<file path="config.mk">
export PLATFORM = sky130hd
export DESIGN_NAME = raster_stream_tx
export DESIGN_NICKNAME = d
export VERILOG_FILES = /design/src/rtl/raster_pkg.sv /design/src/rtl/raster_fifo2.sv /design/src/rtl/raster_stream_tx.sv
export SDC_FILE = /design/constraint.sdc
export NUM_CORES = 1
export LEC_CHECK = 0
export CAP_MARGIN = 25
export CELL_PAD_IN_SITES_DETAIL_PLACEMENT = 1
export CELL_PAD_IN_SITES_GLOBAL_PLACEMENT = 2
export CORE_ASPECT_RATIO = 0.6
export CORE_MARGIN = 8
export CORE_UTILIZATION = 30
export DETAILED_ROUTE_END_ITERATION = 10
export HOLD_SLACK_MARGIN = 0.12
export PLACE_DENSITY_LB_ADDON = 0.1
export SLEW_MARGIN = 40
export SYNTH_ARGS = -nofsm -noshare
export SYNTH_HDL_FRONTEND = slang
export SYNTH_HIERARCHICAL = 1
export SYNTH_SLANG_ARGS = --single-unit
</file>
<file path="constraint.sdc">
create_clock -name clk -period 3.5 [get_ports clk]
set_input_delay 0.7 -clock clk [delete_from_list [all_inputs] [get_ports clk]]
set_output_delay 0.7 -clock clk [all_outputs]
set_load 0.05 [all_outputs]
</file>
<file path="src/rtl/raster_pkg.sv">
// ---------------------------------------------------------------------------
// raster_pkg
// Shared types and constants for the raster pixel stream transmitter.
//   state_t : transmitter FSM states (idle, active line, line blank, frame blank)
//   flags_t : per-beat framing flags carried with each pixel
//   COORD_W : width of the row/column coordinate counters
// ---------------------------------------------------------------------------
package raster_pkg;

    localparam int COORD_W = 10;
    localparam int FLAGS_W = 3;

    typedef enum logic [1:0] {
        ST_IDLE   = 2'd0,
        ST_ACTIVE = 2'd1,
        ST_HBLANK = 2'd2,
        ST_VBLANK = 2'd3
    } state_t;

    typedef struct packed {
        logic sof;
        logic eol;
        logic eof;
    } flags_t;

endpackage

</file>
<file path="src/rtl/raster_fifo2.sv">
// ---------------------------------------------------------------------------
// raster_fifo2
// Two-entry FIFO holding {flags, pixel} entries between the frame memory read
// path and the output stream.
//   clk, rst_n : clock, synchronous active-low reset
//   i_flush    : synchronous clear of all entries
//   i_push     : write i_din (caller guarantees the FIFO is not full)
//   i_pop      : drop the head entry (caller guarantees the FIFO is not empty)
//   o_dout     : head entry, stable until popped
//   o_valid    : FIFO holds at least one entry
//   o_count    : number of stored entries (0..2)
// Storage is cleared on reset/flush so the head reads as zero when empty
// after reset.
// ---------------------------------------------------------------------------
module raster_fifo2 #(
    parameter int W = 11
) (
    input  logic         clk,
    input  logic         rst_n,
    input  logic         i_flush,
    input  logic         i_push,
    input  logic [W-1:0] i_din,
    input  logic         i_pop,
    output logic [W-1:0] o_dout,
    output logic         o_valid,
    output logic [1:0]   o_count
);

    logic [W-1:0] r_mem0;
    logic [W-1:0] r_mem1;
    logic         r_wptr;
    logic         r_rptr;
    logic [1:0]   r_count;

    always_ff @(posedge clk) begin
        if (!rst_n || i_flush) begin
            r_mem0  <= '0;
            r_mem1  <= '0;
            r_wptr  <= 1'b0;
            r_rptr  <= 1'b0;
            r_count <= 2'd0;
        end else begin
            if (i_push) begin
                if (r_wptr) r_mem1 <= i_din;
                else        r_mem0 <= i_din;
                r_wptr <= ~r_wptr;
            end
            if (i_pop) begin
                r_rptr <= ~r_rptr;
            end
            case ({i_push, i_pop})
                2'b10:   r_count <= r_count + 2'd1;
                2'b01:   r_count <= r_count - 2'd1;
                default: r_count <= r_count;
            endcase
        end
    end

    assign o_dout  = r_rptr ? r_mem1 : r_mem0;
    assign o_valid = (r_count != 2'd0);
    assign o_count = r_count;

endmodule

</file>
<file path="src/rtl/raster_stream_tx.sv">
// ---------------------------------------------------------------------------
// raster_stream_tx
// Reads one ROW x COL frame from a frame memory in raster order on a start
// pulse and emits it as a valid/ready pixel stream with sof/eol/eof flags.
// HBLANK idle cycles follow each line, VBLANK idle cycles follow the frame
// (counted once the output buffer has drained), then frame_done pulses.
//
// Optional feature macro: RASTER_TX_TPG_EN
//   defined   : pixel data = (col ^ row) truncated, src_data ignored
//   undefined : pixel data = src_data
//
// Ports
//   clk, rst_n            : clock, synchronous active-low reset
//   start                 : frame request, only sampled in idle
//   rd_en, rd_addr        : frame memory read strobe / address
//   src_data              : read data, valid the cycle after rd_en
//   dout_data/valid/ready : output pixel stream
//   dout_sof/eol/eof      : framing flags of the current beat
//   busy                  : frame in progress
//   frame_done            : one-cycle pulse at the end of frame blanking
//   dbg_state             : current FSM state
//
// Handshake: a beat transfers on a cycle where dout_valid && dout_ready; while
// dout_valid is high and dout_ready low, all dout_* hold their values.
// ---------------------------------------------------------------------------
module raster_stream_tx
    import raster_pkg::*;
#(
    parameter int DATA_WIDTH = 8,
    parameter int ROW        = 480,
    parameter int COL        = 640,
    parameter int HBLANK     = 16,
    parameter int VBLANK     = 64,
    parameter int ADDR_WIDTH = $clog2(ROW*COL)
) (
    input  logic                  clk,
    input  logic                  rst_n,
    input  logic                  start,
    output logic                  rd_en,
    output logic [ADDR_WIDTH-1:0] rd_addr,
    input  logic [DATA_WIDTH-1:0] src_data,
    output logic [DATA_WIDTH-1:0] dout_data,
    output logic                  dout_valid,
    input  logic                  dout_ready,
    output logic                  dout_sof,
    output logic                  dout_eol,
    output logic                  dout_eof,
    output logic                  busy,
    output logic                  frame_done,
    output state_t                dbg_state
);

    localparam int BLANK_W = 16;
    localparam int ENTRY_W = FLAGS_W + DATA_WIDTH;
    localparam logic [COORD_W-1:0] COL_LAST = COORD_W'(COL - 1);
    localparam logic [COORD_W-1:0] ROW_LAST = COORD_W'(ROW - 1);
    localparam logic [BLANK_W-1:0] HB_LAST  = BLANK_W'((HBLANK > 0) ? HBLANK - 1 : 0);
    localparam logic [BLANK_W-1:0] VB_LAST  = BLANK_W'((VBLANK > 0) ? VBLANK - 1 : 0);

    state_t                r_state;
    logic [COORD_W-1:0]    r_row;
    logic [COORD_W-1:0]    r_col;
    logic [BLANK_W-1:0]    r_blank;
    logic [ADDR_WIDTH-1:0] r_addr;
    logic                  r_inflight;
    flags_t                r_flags_d;
    logic                  r_busy;
    logic                  r_done;

    logic                  w_pop;
    logic                  w_fifo_valid;
    logic [1:0]            w_fifo_count;
    logic [ENTRY_W-1:0]    w_fifo_dout;
    logic [2:0]            w_credit;
    logic                  w_rd;
    logic                  w_start_acc;
    logic                  w_drained;
    flags_t                w_issue_flags;
    logic [DATA_WIDTH-1:0] w_pix;

    assign w_pop       = w_fifo_valid && dout_ready;
    // Occupancy the FIFO will have once this cycle's pop and any in-flight
    // read have landed; a new read is only issued if it will find a slot.
    assign w_credit    = {1'b0, w_fifo_count} + {2'b00, r_inflight} - {2'b00, w_pop};
    assign w_rd        = (r_state == ST_ACTIVE) && (w_credit < 3'd2);
    assign w_start_acc = (r_state == ST_IDLE) && start;
    assign w_drained   = (w_fifo_count == 2'd0) && !r_inflight;

    assign w_issue_flags.sof = (r_row == '0) && (r_col == '0);
    assign w_issue_flags.eol = (r_col == COL_LAST);
    assign w_issue_flags.eof = (r_col == COL_LAST) && (r_row == ROW_LAST);

`ifdef RASTER_TX_TPG_EN
    logic [DATA_WIDTH-1:0] r_tpg_d;
    logic [COORD_W-1:0]    w_xor;

    assign w_xor = r_col ^ r_row;

    // Pattern value follows the same one-cycle delay as the memory data.
    always_ff @(posedge clk) begin
        if (!rst_n) begin
            r_tpg_d <= '0;
        end else if (w_rd) begin
            r_tpg_d <= DATA_WIDTH'(w_xor);
        end
    end

    assign w_pix = r_tpg_d;
`else
    assign w_pix = src_data;
`endif

    always_ff @(posedge clk) begin
        if (!rst_n) begin
            r_state    <= ST_IDLE;
            r_row      <= '0;
            r_col      <= '0;
            r_blank    <= '0;
            r_addr     <= '0;
            r_inflight <= 1'b0;
            r_flags_d  <= '0;
            r_busy     <= 1'b0;
            r_done     <= 1'b0;
        end else begin
            r_done     <= 1'b0;
            r_inflight <= w_rd;
            if (w_rd) begin
                r_flags_d <= w_issue_flags;
                // Wrap to 0 on the last pixel so the idle address is 0.
                r_addr    <= w_issue_flags.eof ? '0 : r_addr + ADDR_WIDTH'(1);
            end

            case (r_state)
                ST_IDLE: begin
                    if (start) begin
                        r_state <= ST_ACTIVE;
                        r_busy  <= 1'b1;
                        r_row   <= '0;
                        r_col   <= '0;
                        r_blank <= '0;
                        r_addr  <= '0;
                    end
                end

                ST_ACTIVE: begin
                    if (w_rd) begin
                        if (r_col == COL_LAST) begin
                            r_col   <= '0;
                            r_blank <= '0;
                            if (r_row == ROW_LAST) begin
                                r_state <= ST_VBLANK;
                            end else if (HBLANK == 0) begin
                                r_row <= r_row + COORD_W'(1);
                            end else begin
                                r_state <= ST_HBLANK;
                            end
                        end else begin
                            r_col <= r_col + COORD_W'(1);
                        end
                    end
                end

                ST_HBLANK: begin
                    if (r_blank == HB_LAST) begin
                        r_state <= ST_ACTIVE;
                        r_row   <= r_row + COORD_W'(1);
                        r_blank <= '0;
                    end else begin
                        r_blank <= r_blank + BLANK_W'(1);
                    end
                end

                ST_VBLANK: begin
                    // Frame blanking only counts once every beat has left.
                    if (w_drained) begin
                        if ((VBLANK == 0) || (r_blank == VB_LAST)) begin
                            r_state <= ST_IDLE;
                            r_busy  <= 1'b0;
                            r_done  <= 1'b1;
                            r_blank <= '0;
                        end else begin
                            r_blank <= r_blank + BLANK_W'(1);
                        end
                    end
                end

                default: r_state <= ST_IDLE;
            endcase
        end
    end

    raster_fifo2 #(
        .W (ENTRY_W)
    ) u_fifo (
        .clk     (clk),
        .rst_n   (rst_n),
        .i_flush (w_start_acc),
        .i_push  (r_inflight),
        .i_din   ({r_flags_d, w_pix}),
        .i_pop   (w_pop),
        .o_dout  (w_fifo_dout),
        .o_valid (w_fifo_valid),
        .o_count (w_fifo_count)
    );

    assign rd_en      = w_rd;
    assign rd_addr    = r_addr;
    assign {dout_sof, dout_eol, dout_eof, dout_data} = w_fifo_dout;
    assign dout_valid = w_fifo_valid;
    assign busy       = r_busy;
    assign frame_done = r_done;
    assign dbg_state  = r_state;

endmodule

</file>
# Word-level counts from Yosys, hierarchy flattened
# Cells that the tools add are included.
# op_classes
muxes	32
n_lt_le_gt_ge	1
reduce_logical	26
n_bitwise	2
add_sub_neg	8
eq_ne	15
# op_table
cell	count
$mux 16	6
$mux 19	4
$pmux 16 s4	1
$mux 10	4
$pmux 10 s2	2
$add 10x1->10 const B	2
$logic_not 10->1	2
$add 19x1->19 const B	1
$add 16x1->16 const B	1
$eq 16x4->1 const B	1
$eq 16x6->1 const B	1
$mux 2	6
$ne 2x2->1 const B	6
$mux 11	1
$eq 10x10->1 const B	1
$eq 10x9->1 const B	1
$reduce_bool 2->1	5
$reduce_and 3->1	3
$pmux 2 s4	1
$reduce_and 4->1	2
$eq 2x2->1 const B	3
$logic_and 1x1->1	6
$reduce_and 6->1	1
$mux 1	5
other kinds (13)	18
# totals
wordCells	100
output_inout_bits	36
ff_bits	89

# Depth between registers and ports, before layout
# logic_depth
ltp_word	8
depth_mapped	12

# By module
# Netlist, hierarchy kept.
# by_module_without_submodules
module	instances	cells_each	area_per_inst_um2	seq_area_each_um2
raster_stream_tx	1	391	3291.9	1261.2
raster_fifo2	1	129	1067.3	520.5

# Least setup slack after synthesis
# OpenSTA, ideal clock, no wires.
# synth_path
path_kind	reg-to-output
startpoint	register u_fifo.r_count[1] (netlist: u_fifo/o_count[1])
endpoint	output rd_en
required_time_ns	2.800
setup_slack_ns	-0.114
path_buffers	0
stages_incl_launch_ff	9
arrival_time_ns	2.914
cell_sequence	dfxtp_1 -> or2_2 -> and2_1 -> ha_1 -> or2b_1 -> fa_1 -> xnor2_1 -> nand4_1 -> inv_1
# synth_between
elab_chain_len	5
word_cells_on_any_way	6
cone_classes	add/sub: 2; order compare: 1; reduce/logical: 3
# synth_rtl
element	line_no	rtl
start, declared	raster_fifo2.sv:33	logic [1:0] r_count;
start signal, assigned	raster_fifo2.sv:52	2'b10: r_count <= r_count + 2'd1;
start signal, assigned	raster_fifo2.sv:53	2'b01: r_count <= r_count - 2'd1;
start signal, assigned	raster_fifo2.sv:54	default: r_count <= r_count;
$reduce_bool 2->1	raster_fifo2.sv:60	assign o_valid = (r_count != 2'd0);
net dout_valid	raster_stream_tx.sv:43	output logic dout_valid,
$logic_and 1x1->1	raster_stream_tx.sv:81	assign w_pop = w_fifo_valid && dout_ready;
net w_pop	raster_stream_tx.sv:70	logic w_pop;
$sub 3x1->3	raster_stream_tx.sv:84	assign w_credit = {1'b0, w_fifo_count} + {2'b00, r_inflight} - {2'b00, w_pop};
$lt 3x2->1	raster_stream_tx.sv:85	assign w_rd = (r_state == ST_ACTIVE) && (w_credit < 3'd2);
$logic_and 1x1->1	raster_stream_tx.sv:85	
end, declared	raster_stream_tx.sv:39	output logic rd_en,
# The timed path passes the listed nets, and every way through them passes these cells.

# Final worst setup path
# layout_path
startpoint	register u_fifo.r_count[1] (netlist: u_fifo/o_count[1])
endpoint	output rd_en
# layout_between
elab_chain_len	5
word_cells_on_any_way	6
cone_classes	add/sub: 2; order compare: 1; reduce/logical: 3
# layout_rtl
element	line_no
$reduce_bool 2->1	raster_fifo2.sv:60
$logic_and 1x1->1	raster_stream_tx.sv:81
net w_pop	raster_stream_tx.sv:70
$sub 3x1->3	raster_stream_tx.sv:84
$lt 3x2->1	raster_stream_tx.sv:85
$logic_and 1x1->1	raster_stream_tx.sv:85
# The timed path passes the listed nets, and every way through them passes these cells.

==> metrics.md <==
| Metric | Value |
|---|---|
| Outcome | completed |
| Crit path max fanout | 3 |
| H-tree lvl count | 3 |
| Rows | 34 |
| Hold Crit Class | reg2reg |
| Layout cells sized above 1 | 12.90% |
| Tot Pwr | 2.845 mW |
| Post-synth top area share | 40.87% |
| Post-layout util | 38.60% |
| Synth cell types | 55 |
| Largest net degree at the start of global routing | 27 |
| CTS tree | done |
| Setup crit start kind | register |
| Seq/Total Area, Yosys | 40.87% |
| Mapped Nets | 541 |
| First drt pass iteration count | 4 |
| Synth Instances | 520 |
| Post-DP HPWL | 9566 um |
| Ys flop type | dfxtp_1 |
| Crit share post-route | 93.19% |
| Final routed DRC violation total | 0 |
| Routed vias/inst | 4.954 |
| Worst-Margin Slew | 0.6277 ns |
| CP endpoint kind | primary output |
| Total track usage | 14.37% |
| Placer Congestion | 0.7722 |
| Die height | 109.4 um |
| Async set-reset flop share out of synthesis | 0% |
| Initial antenna violation count | 0 |
| Drt initial violations | 164 |
| Worst Skew | 0.008429 ns |
| LEAKAGE | 1.842 nW |
| CTS Buffer Depth | 2 |
| I/O Buffers | 47 |
| Tmin final | 3.262 ns |
| Clk_lat worst skew | 0.34 ns |
| RSZ-0062 raised after global routing | no |
| Starting density of the core | 30.41% |
| Synth Warn # | 6 |
| EDFF count, synth | 0 |
| Slew Viols, Final | 0 |
| Chip Width | 171.6 um |
| Largest cells by area after synthesis | dfxtp_1 (41%), nand2_1 (7.1%), xnor2_1 (4.4%) |
| Global-route wire length before repair | 21310 um |
| CTS root buf | clkbuf_16 |
| Num ports | 48 |
| Vias in the first global route | 3974 |
| Worst slew margin | 58.02% |
| Post-synth top area cell | dfxtp_1 |
| Synthesized area | 0.004359 mm^2 |
| Fin nets | 605 |
| GR Overflow Total | 0 |
| Full die area | 0.01877 mm^2 |
| Crit Path Class | reg2out |
| Yosys reg bits | 89 |
| WP data arrival | 2.56 ns |
| Peak VDD IR | 0.0002293 V |
| Setup TNS | 0 ns |
| Clock transition at path regs | 0.07 ns |
| Routed Wire Length | 12890 um |
| N_diodes | 0 |
| Max Freq | 306.6 MHz |
| Max Cap Violations | 0 |
| CP Data Required Time | 2.80 ns |
| P&R area growth vs syn | 26.95% |
| Hold Vio Cnt, Final | 0 |
| Filler cell count in the final layout | 1697 |
| Pwr/cell area | 514.1 mW/mm^2 |
| Syn Area/Cell | 8.383 um^2 |
| DR WL/cell | 16.38 um |
| Routed vias | 3899 |
| DP Area | 0.005210 mm^2 |
| Placed Cells | 769 |
| Post-route cell area | 0.005534 mm^2 |
| # setup viols final | 0 |
| Core Area | 0.01434 mm^2 |
| Finished Layout Cells | 787 |
| Antenna Nets Post-Route | 0 |
| CTS buffer count | 9 |
| Clk sinks | 89 |
==> layer usage <==
metal	wire, um	track usage (%)
met3	527	4.087
met2	5275	20.26
met4	123	3.459
met1	6966	21.03
met5	0	0
==> flip-flops by register name, summed over array words and instances (netlist names) <==
signal,count
u_fifo/r_rptr,1
r_inflight,1
r_blank,16
frame_done,1
u_fifo/o_count,2
u_fifo/r_mem0,11
rd_addr,19
u_fifo/r_wptr,1
r_flags_d,3
u_fifo/r_mem1,11
r_row,10
busy,1
r_col,10
dbg_state,2
==> metrics by stage <==
| stage | hold WS, ns | setup slack (ns) |
|---|---|---|
| 5_1_grt | 0.4781 | 0.1420 |
| 6_report | 0.4581 | 0.2384 |
| 4_1_cts | 0.4576 | 0.008455 |
| 3_3_place_gp | 0.4393 | -0.1475 |
| 3_5_place_dp | 0.4477 | -0.2413 |
| 2_1_floorplan | 0.4329 | 0.07245 |
==> cells in the final DEF (no fill, tap or decap), types with 2 or more instances in the layout <==
master / n
buf_4: 26
mux2i_1: 2
and3_1: 8
clkinvlp_4: 3
a21oi_1: 36
nand2_1: 82
mux2_2: 11
or3b_2: 2
o21a_1: 2
o21ai_0: 11
clkdlybuf4s50_1: 45
clkbuf_16: 9
o31ai_1: 3
buf_12: 3
nand3_1: 17
nor4bb_1: 3
clkinv_2: 2
nand4_1: 16
nor4b_1: 2
ha_1: 7
nor3_1: 11
and4_1: 6
or3_1: 6
nor3b_1: 2
nand2b_1: 6
o211ai_1: 7
or4_1: 3
and2_1: 7
a21boi_0: 4
xor2_1: 18
xnor2_1: 21
a21boi_1: 3
nor4_1: 18
dfxtp_1: 89
o21ai_2: 5
o311ai_0: 2
nor2_1: 48
inv_1: 13
a31oi_1: 3
==> cell type report <==
type	count	area [um^2]	share of cell area [%]
sequential	89	1782	32.20
clock inverter	6	42.54	0.7687
clock buffer	10	239.0	4.318
multi-input combinational	394	2445	44.18
timing repair buffer	75	718.2	12.98
tap	198	247.7	4.477
inverter	15	60.06	1.085
==> cells in the mapped netlist, drive strengths merged (3+ instances only) <==
library cell,instances
o211ai,7
and4,6
clkbuf,10
nor3,11
and2,8
dfxtp,89
nor4bb,3
xor2,18
or3,6
a21oi,37
o31ai,3
ha,8
a31oi,3
o21ai,16
and3,8
xnor2,22
nand4,16
nor2,48
buf,12
nand2,82
a21boi,7
nor4,19
nand3,17
nand2b,6
inv,15
or4,3
mux2,11
==> report_power, final <==
group / total (mW) / switching, mW / internal [mW]
combinational: 0.792 / 0.484 / 0.308
sequential: 1.13 / 0.0618 / 1.06
clock: 0.927 / 0.425 / 0.502
==> final timing paths <==
check	startpoint	endpoint	slack [ns]	cells past startpoint
worst max-delay path	u_fifo/o_count[1]	rd_en	0.24	8
worst max register to register	u_fifo/o_count[1]	r_blank[15]	0.30	10
worst min-delay path	u_fifo/r_mem1[9]	u_fifo/r_mem1[9]	0.46	2
worst min register to register	u_fifo/r_mem1[9]	u_fifo/r_mem1[9]	0.46	2
==> critical path: stages, from the launching register on <==
cell and delay, ns:
dfxtp_1 0.32, or2_4 0.25, and2_4 0.17, ha_4 0.22, or2b_1 0.23, fa_2 0.57
nand4_1 0.17, clkinvlp_4 0.15, buf_12 0.14
==> timing repair <==
action                     in CTS  in global routing
setup endpoints to repair       1                  4
buffers inserted                2                  1
gates cloned                    0                  0
hold buffers                    0                  0
pin swaps                       4                  3
resized for setup               4                  1
==> kinds of logic (layout without fill, tap and decap cells) <==
logic type,count (synthesis),after routing,share of synthesized area [%]
and+or+nand+nor,248,248,28.93
DFF,89,89,40.87
AOI/OAI and AO/OA,84,84,12.37
xor gates and xnor gates,40,40,8.037
buffers and inverters,37,106,3.731
muxes,13,13,3.301
adders and majority gates,9,9,2.756
Note: power is estimated with default switching activity, not from simulation.
